<file path="config.mk">
export PLATFORM = sky130hd
export DESIGN_NAME = jtpopeye_objdma
export DESIGN_NICKNAME = d
export VERILOG_FILES = /design/src/rtl/jtpopeye_objdma.sv
export SDC_FILE = /design/constraint.sdc
export NUM_CORES = 2
export LEC_CHECK = 0
export BUFFER_PORTS_ARGS = -buffer_cell sky130_fd_sc_hd__buf_2
export CORE_ASPECT_RATIO = 2
export CORE_MARGIN = 5
export CORE_UTILIZATION = 45
export DETAILED_ROUTE_END_ITERATION = 7
export MAX_ROUTING_LAYER = met4
export PLACE_DENSITY = 0.65
export SETUP_SLACK_MARGIN = 0.1
export SYNTH_ARGS = -nofsm -noshare
export SYNTH_HDL_FRONTEND = slang
export SYNTH_SLANG_ARGS = --single-unit
</file>
<file path="constraint.sdc">
create_clock -name clk -period 6.8 [get_ports clk]
set_input_delay 0.68 -clock clk [delete_from_list [all_inputs] [get_ports clk]]
set_output_delay 0.68 -clock clk [all_outputs]
set_load 0.01 [all_outputs]
</file>
<file path="src/rtl/jtpopeye_objdma.sv">
// Object-table DMA: copies OBJ_N*OBJ_B bytes from CPU space into the back bank
// of a double-buffered object store during vertical blank, then swaps banks.
module jtpopeye_objdma #(
    parameter int              OBJ_N = 64,
    parameter int              OBJ_B = 4,
    parameter int              AW    = 12,
    parameter logic [AW-1:0]   BASE  = 12'hC00
) (
    input  logic                       clk,
    input  logic                       rst,
    input  logic                       cen,
    input  logic                       VB,
    input  logic                       enable,
    output logic                       busrq_n,
    input  logic                       busak_n,
    output logic                       dma_cs,
    output logic [AW-1:0]              dma_addr,
    input  logic [7:0]                 dma_din,
    input  logic [$clog2(OBJ_N)-1:0]   obj_idx,
    output logic [8*OBJ_B-1:0]         obj_data,
    output logic                       busy,
    output logic                       ovr
);

    localparam int IW    = $clog2(OBJ_N);
    localparam int BW    = (OBJ_B > 1) ? $clog2(OBJ_B) : 1;
    localparam int TOTAL = OBJ_N * OBJ_B;
    localparam int CW    = $clog2(TOTAL + 1);

    typedef enum logic [2:0] {IDLE, REQ, XFER, DRAIN, REL} state_t;

    state_t          state;
    logic            vb_l;
    logic            bank_sel;
    logic            pend;
    logic [CW-1:0]   nxt;
    logic [IW-1:0]   wobj;
    logic [BW-1:0]   wbyte;
    logic [7:0]      mem [0:1][0:OBJ_N-1][0:OBJ_B-1];

    logic vb_rise, vb_fall, abort, wr_en;

    assign vb_rise = VB & ~vb_l;
    assign vb_fall = ~VB & vb_l;
    assign abort   = vb_fall & (state == REQ || state == XFER || state == DRAIN);
    // pend marks that dma_din carries the byte read during the previous cen period
    assign wr_en   = cen & pend & ~abort & (state == XFER || state == DRAIN);
    assign busy    = (state != IDLE);

    always_ff @(posedge clk or posedge rst) begin
        if (rst) begin
            state    <= IDLE;
            vb_l     <= 1'b0;
            busrq_n  <= 1'b1;
            dma_cs   <= 1'b0;
            dma_addr <= BASE;
            ovr      <= 1'b0;
            bank_sel <= 1'b0;
            pend     <= 1'b0;
            nxt      <= '0;
            wobj     <= '0;
            wbyte    <= '0;
        end else begin
            vb_l <= VB;
            if (abort) begin
                state   <= IDLE;
                busrq_n <= 1'b1;
                dma_cs  <= 1'b0;
                pend    <= 1'b0;
                ovr     <= 1'b1;
            end else if (state == IDLE) begin
                if (vb_rise && enable) begin
                    state   <= REQ;
                    busrq_n <= 1'b0;
                end
            end else if (cen) begin
                if (wr_en) begin
                    if (wbyte == BW'(OBJ_B - 1)) begin
                        wbyte <= '0;
                        wobj  <= wobj + IW'(1);
                    end else begin
                        wbyte <= wbyte + BW'(1);
                    end
                end
                case (state)
                    REQ: begin
                        if (!busak_n) begin
                            state    <= XFER;
                            dma_cs   <= 1'b1;
                            dma_addr <= BASE;
                            nxt      <= CW'(1);
                            wobj     <= '0;
                            wbyte    <= '0;
                            pend     <= 1'b0;
                        end
                    end
                    XFER: begin
                        pend <= dma_cs;
                        // A lost grant only suppresses the next read; nxt stays put
                        if (nxt == CW'(TOTAL)) begin
                            state  <= DRAIN;
                            dma_cs <= 1'b0;
                        end else if (!busak_n) begin
                            dma_cs   <= 1'b1;
                            dma_addr <= BASE + AW'(nxt);
                            nxt      <= nxt + CW'(1);
                        end else begin
                            dma_cs <= 1'b0;
                        end
                    end
                    DRAIN: begin
                        pend  <= 1'b0;
                        state <= REL;
                    end
                    REL: begin
                        busrq_n  <= 1'b1;
                        bank_sel <= ~bank_sel;
                        ovr      <= 1'b0;
                        state    <= IDLE;
                    end
                    default: state <= IDLE;
                endcase
            end
        end
    end

    // Storage is deliberately not reset so a reset mid-transfer keeps both banks
    always_ff @(posedge clk) begin
        if (wr_en)
            mem[~bank_sel][wobj][wbyte] <= dma_din;
    end

    always_ff @(posedge clk or posedge rst) begin
        if (rst) begin
            obj_data <= '0;
        end else begin
            for (int b = 0; b < OBJ_B; b++)
                obj_data[8*b +: 8] <= mem[bank_sel][obj_idx][b];
        end
    end

endmodule

</file>
After elaboration in Yosys (flattened, before gate mapping)
Memory sizes are Yosys's and may differ from the RTL's.
Cells that the tools add are included.
{"block": "op_classes", "add_sub_neg": 4, "n_mux": 53, "eq_ne": 14, "bitwise": 14, "magnitude_cmp": 5, "n_reduce_logical": 23}
{"operator": "two-way mux 2048 bit", "count": 1}
{"operator": "binary-select mux 32 bit (select 6 bit)", "count": 1}
{"operator": "demux 32 bit (select 6 bit)", "count": 1}
{"operator": "two-way mux 32 bit", "count": 3}
{"operator": "two-way mux 12 bit", "count": 3}
{"operator": "two-way mux 9 bit", "count": 3}
{"operator": "two-way mux 6 bit", "count": 4}
{"operator": "one-hot mux 12 bit (2 select lines)", "count": 1}
{"operator": "two-way mux 1 bit", "count": 20}
{"operator": "two-way mux 3 bit", "count": 6}
{"operator": "one-hot mux 9 bit (2 select lines)", "count": 1}
{"operator": "demux 8 bit (select 2 bit)", "count": 1}
{"operator": "AND reduction 4 bit", "count": 4}
{"operator": ">= comparator 7 bit, second input constant", "count": 2}
{"operator": "inverter 6 -> 7 bit", "count": 2}
{"operator": "adder 11 x 10 -> 12 bit, first input constant", "count": 1}
{"operator": "nonzero test 3 bit", "count": 4}
{"operator": "adder 9 x 1 -> 9 bit, second input constant", "count": 1}
{"operator": "equality test 9 bit, second input constant", "count": 1}
{"operator": "one-hot mux 3 bit (3 select lines)", "count": 1}
{"operator": "AND reduction 3 bit", "count": 3}
{"operator": "two-way mux 2 bit", "count": 4}
{"operator": "two-way mux 8 bit", "count": 1}
{"operator": "!= test 2 bit, second input constant", "count": 4}
{"operator": "other kinds (24)", "count": 40}
{"block": "word_totals", "output_inout_bits": 48, "elab_cells": 126, "reg_bits": 70, "ramBits": 4096, "memories": 1, "input_bits": 20}
{"name": "mem", "depth": 2, "word_bits": 2048, "read_ports": 1, "rd_ports_with_merged_regs": 0, "wr": 1, "line_no": "39", "source": "logic [7:0] mem [0:1][0:OBJ_N-1][0:OBJ_B-1];"}

Longest topological paths before layout
{"block": "logic_depth", "ltp_word": 10, "mapped_depth": 8, "mapped_depth_nobuf": 7}

Worst setup path before layout
No wires, ideal clock.
{"block": "synth_timing", "path_type": "input-to-reg", "from": "input port obj_idx[1]", "to": "register obj_data[24]", "required_ps": 6675, "path_buffers": 4, "setup_slack_ps": 3454, "t_arrival_ps": 3221, "cell_stages": 8, "setup_time_ps": 125, "cell_sequence": "clkbuf_1 buf_2 clkbuf_1 buf_1 mux4_2 mux4_2 mux4_2 mux2_2"}
{"block": "synth_via", "elab_chain_len": 4}
{"item": "start: declaration", "line_no": "19", "source": "input logic [$clog2(OBJ_N)-1:0] obj_idx,"}
{"item": "inverter 6 -> 7 bit (not written as such)", "line_no": "138", "source": "obj_data[8*b +: 8] <= mem[bank_sel][obj_idx][b];"}
{"item": "binary-select mux 32 bit (select 6 bit)", "line_no": "138"}
{"item": "two-way mux 32 bit (not written as such) (2 in a row)", "line_no": "138"}
{"item": "end signal: indexed assignment", "line_no": "138"}
{"item": "end: declaration", "line_no": "20", "source": "output logic [8*OBJ_B-1:0] obj_data,"}
Every way passes these cells. The select of a mux whose other input is x is not followed.
A chain may end at the register's enable or synchronous reset.

Final worst setup path
{"block": "layout_timing", "from": "register bank_sel", "to": "register obj_data[21]"}
{"block": "layout_via", "elab_chain_len": 4}
{"item": "start: declaration", "line_no": "34", "source": "logic bank_sel;"}
{"item": "start signal: assignment", "line_no": "117", "source": "bank_sel <= ~bank_sel;"}
{"item": "memory read (2 x 2048 bit)"}
{"item": "binary-select mux 32 bit (select 6 bit)", "line_no": "138"}
{"item": "two-way mux 32 bit (2 in a row)"}
Every way passes these cells. The select of a mux whose other input is x is not followed.

==> results.ini <==
[clocking]
cts_inserted_buffers=338
clock_latency_ns=0.91
cts-resized-gates=0
ctsHoldBuffers=2
postCtsSetupBuffers=0
clockBufferDepth=4
cts_sinks=4163
clockRootBuffer=clkbuf_16
clk_pin_slew_ns=0.07
cts_tree=built
htree_num_levels=5

[drt]
drt-total-wl_microns=413000
drc=0
via_per_inst=6.04
avgRoutedWirePerCell_microns=35.0
first_pass_iters=6
antenna_left=0
vias=71300
dr.first_iter.drc_count=7701

[synthesis]
post-synth-top-count-cell=edfxtp_1
synth.cell_area_sq_mm=0.160
synth_cells=6668
netlist_top_cells_area=edfxtp_1 (77%), mux4_2 (19%), nor2_1 (1.2%)
ys.warnings.count=0
yosysUniqueCellTypes=44
ys_top_cells_by_count=edfxtp_1 (4096), mux4_2 (1344), nor2_1 (526)
yosys.area.top_type=edfxtp_1
synthFlopType=edfxtp_1
avgSynthCellArea_sq_um=24.0
async_reset_ff_share_pct=1.61
ys_seq_elements=4163
synth_edf_count=4096
synth_top_area_share_pct=76.8
ys_seq_area_share_pct=77.9

[worst_hold_path]
hp-class=input pin to flop

[placement]
port_buffers=64
dp.final_hpwl_microns=266000
gp_congestion=0.824
placed_cells=11200

[die]
start_util_pct=45.2
rows=309
ios=68
design.die.area_sq_mm=0.368
fp.dieW_microns=432
coreArea_sq_mm=0.354
die_y_microns=853

[grt]
grt-busiest-layer=met2
overflow=0
gr-usage-met2_pct=41.3
grt_max_degree=203
antenna_found_initial=21
grt_first_pass_wirelength_microns=586000
met3_usage_pct=2.91
grt_pass1_vias=74900
grtUsageTotal_pct=23.1
grt.met1_usage_pct=25.3

[setup_path]
crit_fanout=114
critPathLaunchType=flop
crit_type=flop to flop
end_kind=flop
crit_arrival_ns=5.09
critPathRequiredTime_ns=7.58

[timing]
slew_violations=0
worst_slew_pin_slew_ns=1.32
fmax_mhz=232
maxSlewHeadroom_pct=11.9
fin_crit_sh_pct=63.4
hold_viol_final=0
setup_viol=0
period_minus_slack_ns=4.31
grt_setup_unrepaired=no
fin_tns_setup_ns=0
timing.clock.skew_ns=0.0404

[pwr]
worst_ir_drop_vdd_uv=302
p_leak_nw=53.7
p_per_area_mw_per_mm2=322

[final_layout]
layout-drive-gt1-share_pct=29.5
fin_nets=6878
stdcell_count=11800
area_growth_pct=10.9

[job]
max_cap_violations=0

[outcome]
status=finished clean

## cells by family after synthesis
logic type               share of synthesized area [%]
flip-flops                                        77.9
AO/OA/AOI/OAI                                    0.163
other                                          0.00469
AND/OR/NAND/NOR                                   1.70
XOR/XNOR                                        0.0328
multiplexers                                      19.2
adder cells (fa/ha/maj)                         0.0547
buffers and inverters                            0.979
## sequential cells by signal (all words and copies together) (netlist names), 2 cells and up
signal    cells
mem        4096
state         3
dma_addr      9
obj_data     32
nxt           9
wobj          6
wbyte         2
## power breakdown
part	internal, mW	switching [mW]	leakage [nW]
clock network	10.6	8.99	5.28
registers	28.3	0.382	37.6
logic	4.41	4.50	10.8
total	43.3	13.9	53.7
## layout make-up
cell class	count	area [sq um]
fill	27400	177000
sequential	4163	125000
multi-input combinational	2122	33900
clock buffer	417	8990
tap	4665	5840
timing repair buffer	217	2130
clock inverter	192	1830
antenna	24	60.1
inverter	9	36.3
## per-layer routing
layer  routed length (microns)  part of all wire (%)  vias to the layer above
li1                          -                     -                    28800
met1                    137000                    33                    39200
met2                    228000                    55                     2681
met3                     21500                   5.2                      691
met4                     26500                   6.4                        0
met5                         0                     0                        -
## critical path, cell delays in order (launching register included)
cell and delay (ns):
dfrtp_4 1.06, buf_12 0.64, mux4_2 0.72, mux4_2 0.56, mux4_2 0.57, mux2_2 0.29
## cell usage in the layout, fill, tap and decap left out, types with 4 or more instances in the layout
cell | synthesis | routed
clkbuf_16 | 0 | 344
clkinv_8 | 0 | 4
or4_1 | 5 | 5
xnor2_1 | 5 | 5
clkinv_2 | 0 | 60
nor3_1 | 9 | 8
clkbuf_1 | 246 | 62
clkbuf_8 | 0 | 11
nand3_1 | 11 | 6
nand2_1 | 99 | 96
inv_6 | 0 | 12
nor3b_1 | 9 | 8
mux2_2 | 36 | 36
diode_2 | 0 | 24
clkinv_1 | 0 | 63
dfrtp_1 | 66 | 65
edfxtp_1 | 4096 | 4096
buf_4 | 3 | 109
clkinvlp_4 | 0 | 15
clkinv_4 | 0 | 5
nor2_1 | 526 | 526
ha_1 | 7 | 7
o31ai_1 | 10 | 10
buf_2 | 79 | 51
buf_8 | 0 | 11
inv_1 | 9 | 8
mux4_2 | 1344 | 1344
bufinv_16 | 0 | 31
nand3_4 | 0 | 5
buf_12 | 0 | 43
a21oi_1 | 14 | 14
o21ai_0 | 13 | 13
## final timing paths
kind / startpoint / cells past startpoint / slack [ns] / endpoint
worst max-delay path: bank_sel / 5 / 2.49 / obj_data[21]
worst min-delay path: cen / 3 / 0.18 / pend
worst max register to register: bank_sel / 5 / 2.49 / obj_data[21]
worst min register to register: dma_addr[4] / 2 / 0.49 / dma_addr[4]
max in group asynchronous: rst / 4 / 4.76 / bank_sel
min in group asynchronous: rst / 3 / 0.38 / dma_cs
## through the flow
| stage | setup slack [ns] | hold slack (ns) | area (sq um) | util, % | power [mW] |
|---|---|---|---|---|---|
| finish | 2.49 | 0.175 | 177000 | 50.1 | 57.2 |
| global route | 2.28 | 0.174 | 177000 | 50.1 | 58.9 |
| CTS | 2.42 | 0.101 | 177000 | 50.1 | 57.7 |
| detailed placement | 2.44 | 0.469 | 167000 | 47.0 | 38.4 |
| global placement | 2.45 | 0.465 | 167000 | 47.0 | 38.3 |
| floorplan | 3.45 | 0.462 | 160000 | - | 35.0 |
No activity file was read; power rests on OpenSTA's default activity.
